## src/rtl/sudoku_pkg.sv

```systemverilog
// sudoku_pkg: board geometry, group kinds, cell type and group-index helpers
package sudoku_pkg;
    localparam int N          = 9;
    localparam int NUM_GROUPS = 27;
    localparam int NUM_CELLS  = 243;

    typedef enum logic [1:0] {NONE = 2'd0, ROW = 2'd1, COL = 2'd2, BOX = 2'd3} group_kind_t;
    typedef logic [3:0] cell_t;

    // groups 0..8 are rows, 9..17 columns, 18..26 boxes
    function automatic group_kind_t group_kind(input logic [4:0] g);
        return g < 5'd9 ? ROW : g < 5'd18 ? COL : BOX;
    endfunction

    function automatic logic [3:0] group_idx(input logic [4:0] g);
        return g < 5'd9 ? g[3:0] : g < 5'd18 ? 4'(g - 5'd9) : 4'(g - 5'd18);
    endfunction

    function automatic logic [1:0] div3(input logic [3:0] x);
        return x >= 4'd6 ? 2'd2 : x >= 4'd3 ? 2'd1 : 2'd0;
    endfunction

    function automatic logic [3:0] mul3(input logic [1:0] x);
        return {2'b00, x} + {1'b0, x, 1'b0};
    endfunction

    function automatic logic [1:0] mod3(input logic [3:0] x);
        return 2'(x - mul3(div3(x)));
    endfunction
endpackage

```

## src/rtl/sudoku_addr_gen.sv

```systemverilog
// sudoku_addr_gen: maps group/cell counters to a board read address
//   en     : read enable; address forced to 0 when low
//   g, c   : group 0..26 and cell-within-group 0..8
//   rd_row : board row 0..8
//   rd_col : board column 0..8
module sudoku_addr_gen
    import sudoku_pkg::*;
(
    input  logic       en,
    input  logic [4:0] g,
    input  logic [3:0] c,
    output logic [3:0] rd_row,
    output logic [3:0] rd_col
);
    logic [3:0]  idx;
    group_kind_t kind;

    // boxes are walked row-major: box b covers rows 3*(b/3).., cols 3*(b%3)..
    always_comb begin
        idx    = group_idx(g);
        kind   = group_kind(g);
        rd_row = !en ? 4'd0 : kind == ROW ? idx : kind == COL ? c : mul3(div3(idx)) + {2'b00, div3(c)};
        rd_col = !en ? 4'd0 : kind == ROW ? c : kind == COL ? idx : mul3(mod3(idx)) + {2'b00, mod3(c)};
    end
endmodule

```

## config.mk

```make
export PLATFORM = sky130hd
export DESIGN_NAME = sudoku_addr_gen
export DESIGN_NICKNAME = d
export VERILOG_FILES = /design/src/rtl/sudoku_pkg.sv /design/src/rtl/sudoku_addr_gen.sv
export SDC_FILE = /design/constraint.sdc
export NUM_CORES = 1
export LEC_CHECK = 0
export BUFFER_PORTS_ARGS = -buffer_cell sky130_fd_sc_hd__buf_2
export CAP_MARGIN = 20
export CELL_PAD_IN_SITES_DETAIL_PLACEMENT = 1
export CELL_PAD_IN_SITES_GLOBAL_PLACEMENT = 2
export CORE_MARGIN = 8
export CORE_UTILIZATION = 34
export DETAILED_ROUTE_END_ITERATION = 8
export GPL_ROUTABILITY_DRIVEN = 0
export PLACE_DENSITY_LB_ADDON = 0.3
export REMOVE_ABC_BUFFERS = 1
export SETUP_SLACK_MARGIN = 0.02
export SYNTH_ARGS = -nofsm -noshare
export SYNTH_HDL_FRONTEND = slang
export SYNTH_SLANG_ARGS = --single-unit
```

## constraint.sdc

```tcl
create_clock -name vclk -period 7.6
set_input_delay 0.76 -clock vclk [all_inputs]
set_output_delay 0.76 -clock vclk [all_outputs]
set_load 0.02 [all_outputs]
```

==> results of run 1 <==
## final cells by class
type | instances | area, sq um | share of cell area, %
Multi-Input combinational cell | 96 | 714 | 81.5
Timing Repair Buffer | 18 | 90.1 | 10.3
Inverter | 10 | 37.5 | 4.28
Tap cell | 28 | 35.0 | 3.99
## synthesized netlist by cell type (2+ instances only)
cell	number
a31oi_1	3
o22ai_1	3
a21o_1	2
nor2b_1	3
o221ai_1	2
nor2_1	8
ha_1	9
o211ai_1	2
o21ai_0	2
buf_2	2
fa_1	2
nand2_1	11
xor2_1	2
nor3_1	3
inv_1	10
nand3_1	2
a21oi_1	11
or2_2	2
o21ai_2	2
xnor2_1	5
a211oi_1	2
## worst max path at each step
stage	from	to	slack, ns	depth (start not counted)
global placement	g[1]	rd_col[3]	2.25	19
finish	g[1]	rd_col[3]	2.16	19
global route	g[1]	rd_col[3]	1.79	19
floorplan	g[1]	rd_col[2]	2.63	15
detailed placement	g[1]	rd_col[3]	2.15	19
CTS	g[1]	rd_col[3]	2.14	19
## kinds of logic after synthesis
family | count (synthesis)
AO/OA/AOI/OAI | 39
XOR/XNOR | 7
adder cells (fa/ha/maj) | 11
buffers and inverters | 15
multiplexers | 1
AND/OR/NAND/NOR | 38
## per-layer routing
layer	up-vias	routed length, microns	track usage [%]
li1	435	-	-
met1	439	1230	16.1
met2	15	1180	20.2
met3	0	76	0.697
met4	0	0	0
met5	-	0	0
## power by group through the flow
| stage | sequential (mW) | clock [mW] | combinational [mW] |
|---|---|---|---|
| floorplan | 0 | 0 | 0.0723 |
| global placement | 0 | 0 | 0.101 |
| detailed placement | 0 | 0 | 0.102 |
| CTS | 0 | 0 | 0.102 |
| global route | 0 | 0 | 0.115 |
| finish | 0 | 0 | 0.101 |
## worst min-delay path, cell delays in order
cell    delay, ns
buf_2        0.14
o21a_1       0.10
buf_2        0.15
## stage by stage
| step | hold slack [ns] | setup WS [ns] | std cells |
|---|---|---|---|
| final | 1.91 | 2.16 | 152 |
| after global routing | 1.94 | 1.79 | 152 |
| after CTS | 1.91 | 2.14 | 152 |
| after detailed placement | 1.91 | 2.15 | 152 |
| after global placement | 1.91 | 2.25 | 152 |
| after floorplan | 1.65 | 2.63 | 106 |
## cells in the final DEF, fill, tap and decap left out, drive strengths merged, types with 2 or more instances in the layout
master,count
fa,2
o21ai,4
a211oi,3
a21oi,12
o22ai,3
nand2,11
inv,10
o221ai,2
nor2b,3
or2,2
nand3,2
xor2,2
nor3,3
nor2,8
buf,18
xnor2,5
a31oi,3
ha,9
a21o,3
o211ai,2
==> flow_metrics.py, run 1 <==
metrics = {
    "run_status": {
        "status": "finished, final reports clean",
    },
    "floorplan": {
        "start_util_pct": 35.8,
        "io_pins": 18,
        "die_h_microns": 64.0,
        "num_rows": 17,
        "coreArea_sq_mm": 0.00219,
        "die_width_microns": 64.0,
        "die-area_sq_mm": 0.00410,
    },
    "grt": {
        "grt_pass1_vias": 891,
        "overflow": 0,
        "track_usage_pct": 11.6,
        "grt_max_degree": 22,
        "antenna_found_initial": 0,
        "grt_pass1_wl_mm": 4.17,
    },
    "synthesis": {
        "syn_area_per_cell_sq_um": 7.07,
        "synth_top_family_by_area": "compound AO/OA/AOI/OAI gates",
        "synth_fa_ha_area_share_pct": 19.5,
        "synth-compound-area-share_pct": 38.0,
        "synth-simple-area-share_pct": 24.6,
        "yosys_warnings": 0,
        "synth_top_area_share_pct": 14.4,
        "synth.area.top_cells": "ha_1 14%, a21oi_1 7.0%, xnor2_1 5.6%",
        "ys_seq_area_share_pct": 0,
        "syn_area_sq_um": 785,
        "synth.distinct_cells": 44,
        "synth_xor_area_share_pct": 7.81,
        "yosys.area.top_type": "ha_1",
        "netlist_instances": 111,
        "synthMuxAreaShare_pct": 1.28,
    },
    "route": {
        "drtIter0Drc": 21,
        "final_antenna_net_count": 0,
        "drc_errors": 0,
        "drt-vias-per-instance": 5.85,
        "vias": 889,
        "drtPass1Iterations": 4,
        "drt-total-wl_mm": 2.48,
        "routedWlPerCell_microns": 16.3,
    },
    "sta": {
        "fmax_ghz": 0.184,
        "worst_pin_slew_ns": 0.369,
        "setup_viol": 0,
        "rsz0062_at_grt": "false",
        "relSlewSlack_pct": 75.3,
        "hold_viol": 0,
        "period_needed_ns": 5.44,
        "setup_tns_ns": 0,
        "drv_slew": 0,
        "fin_crit_sh_pct": 71.6,
    },
    "setup_path": {
        "crit_family": "adder cells",
        "criticalPathCategory": "primary input to primary output",
        "path_common_cell": "ha_1",
        "cp_slowest_cell": "ha_1",
        "critPathCaptureType": "primary output",
        "cp.required_ns": 6.84,
        "crit_chain": "buf_2 > inv_1 > ha_1 > a21bo_4 > a22o_1 > a211oi_2 > a31oi_1 > nor2b_1 > ha_1 > xnor2_1 > xnor2_1 > ha_1 > ha_1 > fa_1 > o22ai_1 > nand2_1 > o211ai_1 > a31oi_1 > buf_2",
        "cp-start-kind": "primary input",
        "crit_path_max_fanout": 9,
        "critical_path_arrival_ns": 4.68,
        "cp_slowest_stage_delay_ns": 0.39,
        "crit_buf_inv": 3,
    },
    "power_and_ir_drop": {
        "pwr-share-seq_pct": 0,
        "leakage_nw": 0.407,
        "clkPwrFrac_pct": 0,
        "vdd_ir_drop_max_mv": 0.0883,
        "switching_power_mw": 0.0592,
        "p_per_area_mw_per_mm2": 116,
        "fin_total_pwr_mw": 0.101,
        "switching_share_pct": 58.3,
        "p_int_mw": 0.0423,
        "power_frac_comb_pct": 100.0,
    },
    "cells_and_area": {
        "utilization_pct": 40.0,
        "nFlopsAndLatches": 0,
        "syn2layout_area_growth_pct": 11.8,
        "drive_gt1_share_pct": 21.8,
        "design_area_sq_um": 877,
        "final_nets": 147,
        "seq_area_sq_um": 0,
        "n_antenna_cell": 0,
        "fill_cells": 297,
        "final.clkbuf_count": 0,
    },
    "cts": {
        "holdBufCountCts": 0,
        "post_cts_buffers": 0,
        "post_cts_resized": 0,
    },
    "min_path": {
        "hold_path.class": "primary input to primary output",
        "hold_start": "en",
        "min_to": "rd_col[1]",
        "min_delay_path_depth": 3,
    },
    "job": {
        "maxCapViolCount": 0,
    },
    "placement": {
        "dp_hpwl_mm": 1.99,
        "io_buffers": 18,
        "placed_cell_area_sq_um": 877,
    },
}
(Power assumes the default switching activity.)
==> run 2: changes to the inputs <==
--- a/config.mk
+++ b/config.mk
@@ -9,8 +9,9 @@
 export CAP_MARGIN = 20
 export CELL_PAD_IN_SITES_DETAIL_PLACEMENT = 1
 export CELL_PAD_IN_SITES_GLOBAL_PLACEMENT = 2
+export CORE_ASPECT_RATIO = 2
 export CORE_MARGIN = 8
-export CORE_UTILIZATION = 34
+export CORE_UTILIZATION = 29
 export DETAILED_ROUTE_END_ITERATION = 8
 export GPL_ROUTABILITY_DRIVEN = 0
 export PLACE_DENSITY_LB_ADDON = 0.3
==> constraint.sdc (replaced) <==
create_clock -name vclk -period 4.9
set_input_delay 0.49 -clock vclk [all_inputs]
set_output_delay 0.49 -clock vclk [all_outputs]
set_load 0.02 [all_outputs]
==> flow_metrics.py, run 2 (same netlist as run 1, synthesis figures left out) <==
metrics = {
    "setup_path": {
        "cp-start-kind": "primary input",
        "cp_slowest_cell": "fa_1",
        "critPathCaptureType": "primary output",
        "path_common_cell": "ha_1",
        "cp.required_ns": 4.41,
        "crit_buf_inv": 4,
        "critical_path_arrival_ns": 4.21,
        "crit_path_max_fanout": 8,
        "critPathLaunch": "g[1]",
        "crit_path_end": "rd_col[3]",
        "criticalPathCategory": "primary input to primary output",
        "crit_chain": "buf_2 > inv_1 > ha_1 > buf_4 > nand2b_1 > and2_1 > nor4_1 > a211oi_1 > nor2b_1 > ha_1 > xnor2_2 > xnor2_2 > ha_1 > ha_1 > fa_1 > o22ai_1 > nand2_1 > o211ai_1 > a31oi_1 > buf_2",
        "cp_num_cells": 20,
        "cp_slowest_stage_delay_ns": 0.41,
        "crit_family": "adder cells",
    },
    "route": {
        "final_antenna_net_count": 0,
        "drc_errors": 0,
        "routedWlPerCell_microns": 17.8,
        "drt-total-wl_mm": 2.83,
        "drt-vias-per-instance": 5.77,
        "vias": 917,
        "drtPass1Iterations": 4,
        "drtIter0Drc": 7,
    },
    "floorplan": {
        "io_pins": 18,
        "num_rows": 26,
        "coreArea_sq_mm": 0.00257,
        "die_width_microns": 52.8,
        "die-area_sq_mm": 0.00473,
        "start_util_pct": 30.5,
        "die_h_microns": 89.6,
    },
    "cells_and_area": {
        "design_area_sq_um": 951,
        "fill_cells": 345,
        "utilization_pct": 37.0,
        "final_common_cell": "buf_2",
        "nFlopsAndLatches": 0,
        "n_antenna_cell": 0,
        "syn2layout_area_growth_pct": 21.2,
        "seq_area_sq_um": 0,
        "layout_common_cells": "18 x buf_2, 11 x nand2_1, 11 x a21oi_1",
        "final_nets": 154,
        "final.clkbuf_count": 0,
        "drive_gt1_share_pct": 28.2,
    },
    "placement": {
        "dp_hpwl_mm": 2.35,
        "io_buffers": 18,
        "placed_cell_area_sq_um": 915,
    },
    "power_and_ir_drop": {
        "leakage_nw": 0.453,
        "fin_total_pwr_mw": 0.178,
        "vdd_ir_drop_max_mv": 0.0511,
        "p_per_area_mw_per_mm2": 187,
    },
    "sta": {
        "period_needed_ns": 4.70,
        "hold_viol": 0,
        "relSlewSlack_pct": 73.0,
        "setup_viol": 0,
        "whs_ns": 1.38,
        "drv_slew": 0,
        "fmax_ghz": 0.213,
        "worst_pin_slew_ns": 0.401,
        "fin_crit_sh_pct": 95.9,
    },
    "grt": {
        "grt_max_degree": 22,
        "overflow": 0,
        "track_usage_pct": 12.3,
        "antenna_found_initial": 0,
        "grt_pass1_vias": 992,
        "grt_pass1_wl_mm": 4.61,
    },
    "min_path": {
        "hold_path.class": "primary input to primary output",
        "min_delay_path_depth": 3,
    },
    "job": {
        "maxCapViolCount": 0,
    },
    "run_status": {
        "status": "finished, final reports clean",
    },
}
[run 2: cell types whose count changed in the layout (fill, tap and decap cells not counted)]
cell     before  now
a31oi_2       0    1
a31oi_1       3    2
xnor2_1       5    3
xnor2_2       0    2
buf_4         0    7
[run 2: repair_timing]
action | CTS | global route
setup buffers | 0 | 2
setup endpoints to repair | 0 | 2
gates resized for setup | 0 | 3
hold buffers | 0 | 0
[run 2: worst min path at each step]
stage,from,end,slack [ns]
floorplan,g[0],rd_col[0],1.11
global placement,en,rd_col[1],1.38
detailed placement,en,rd_col[1],1.38
CTS,en,rd_col[1],1.38
global route,en,rd_col[1],1.40
finish,en,rd_col[1],1.38
[run 2: per-stage QoR]
stage	setup slack, ns	std cells	TNS [ns]
global placement	0.109	157	0
global route	-0.0556	159	-0.0556
finish	0.203	159	0
detailed placement	0.0365	157	0
floorplan	0.466	106	0
CTS	0.0259	157	0
[run 2: cell type report]
type / count / area [sq um] / area share, %
tap: 28 / 35.0 / 3.68
timing repair buffer: 25 / 143 / 15.0
inverter: 10 / 37.5 / 3.95
multi-input combinational: 96 / 736 / 77.4
[run 2: metal layers]
layer	vias to the layer above	track usage [%]	wire [microns]
li1	447	-	-
met1	452	12.9	1080
met2	16	24.6	1660
met3	2	0.667	76
met4	0	2.13	16
met5	-	0	0
[run 2: power by group]
group | internal, mW | switching [mW] | leakage [nW]
sequential | 0 | 0 | 0
combinational | 0.0776 | 0.100 | 0.453
clock | 0 | 0 | 0
total | 0.0776 | 0.100 | 0.453
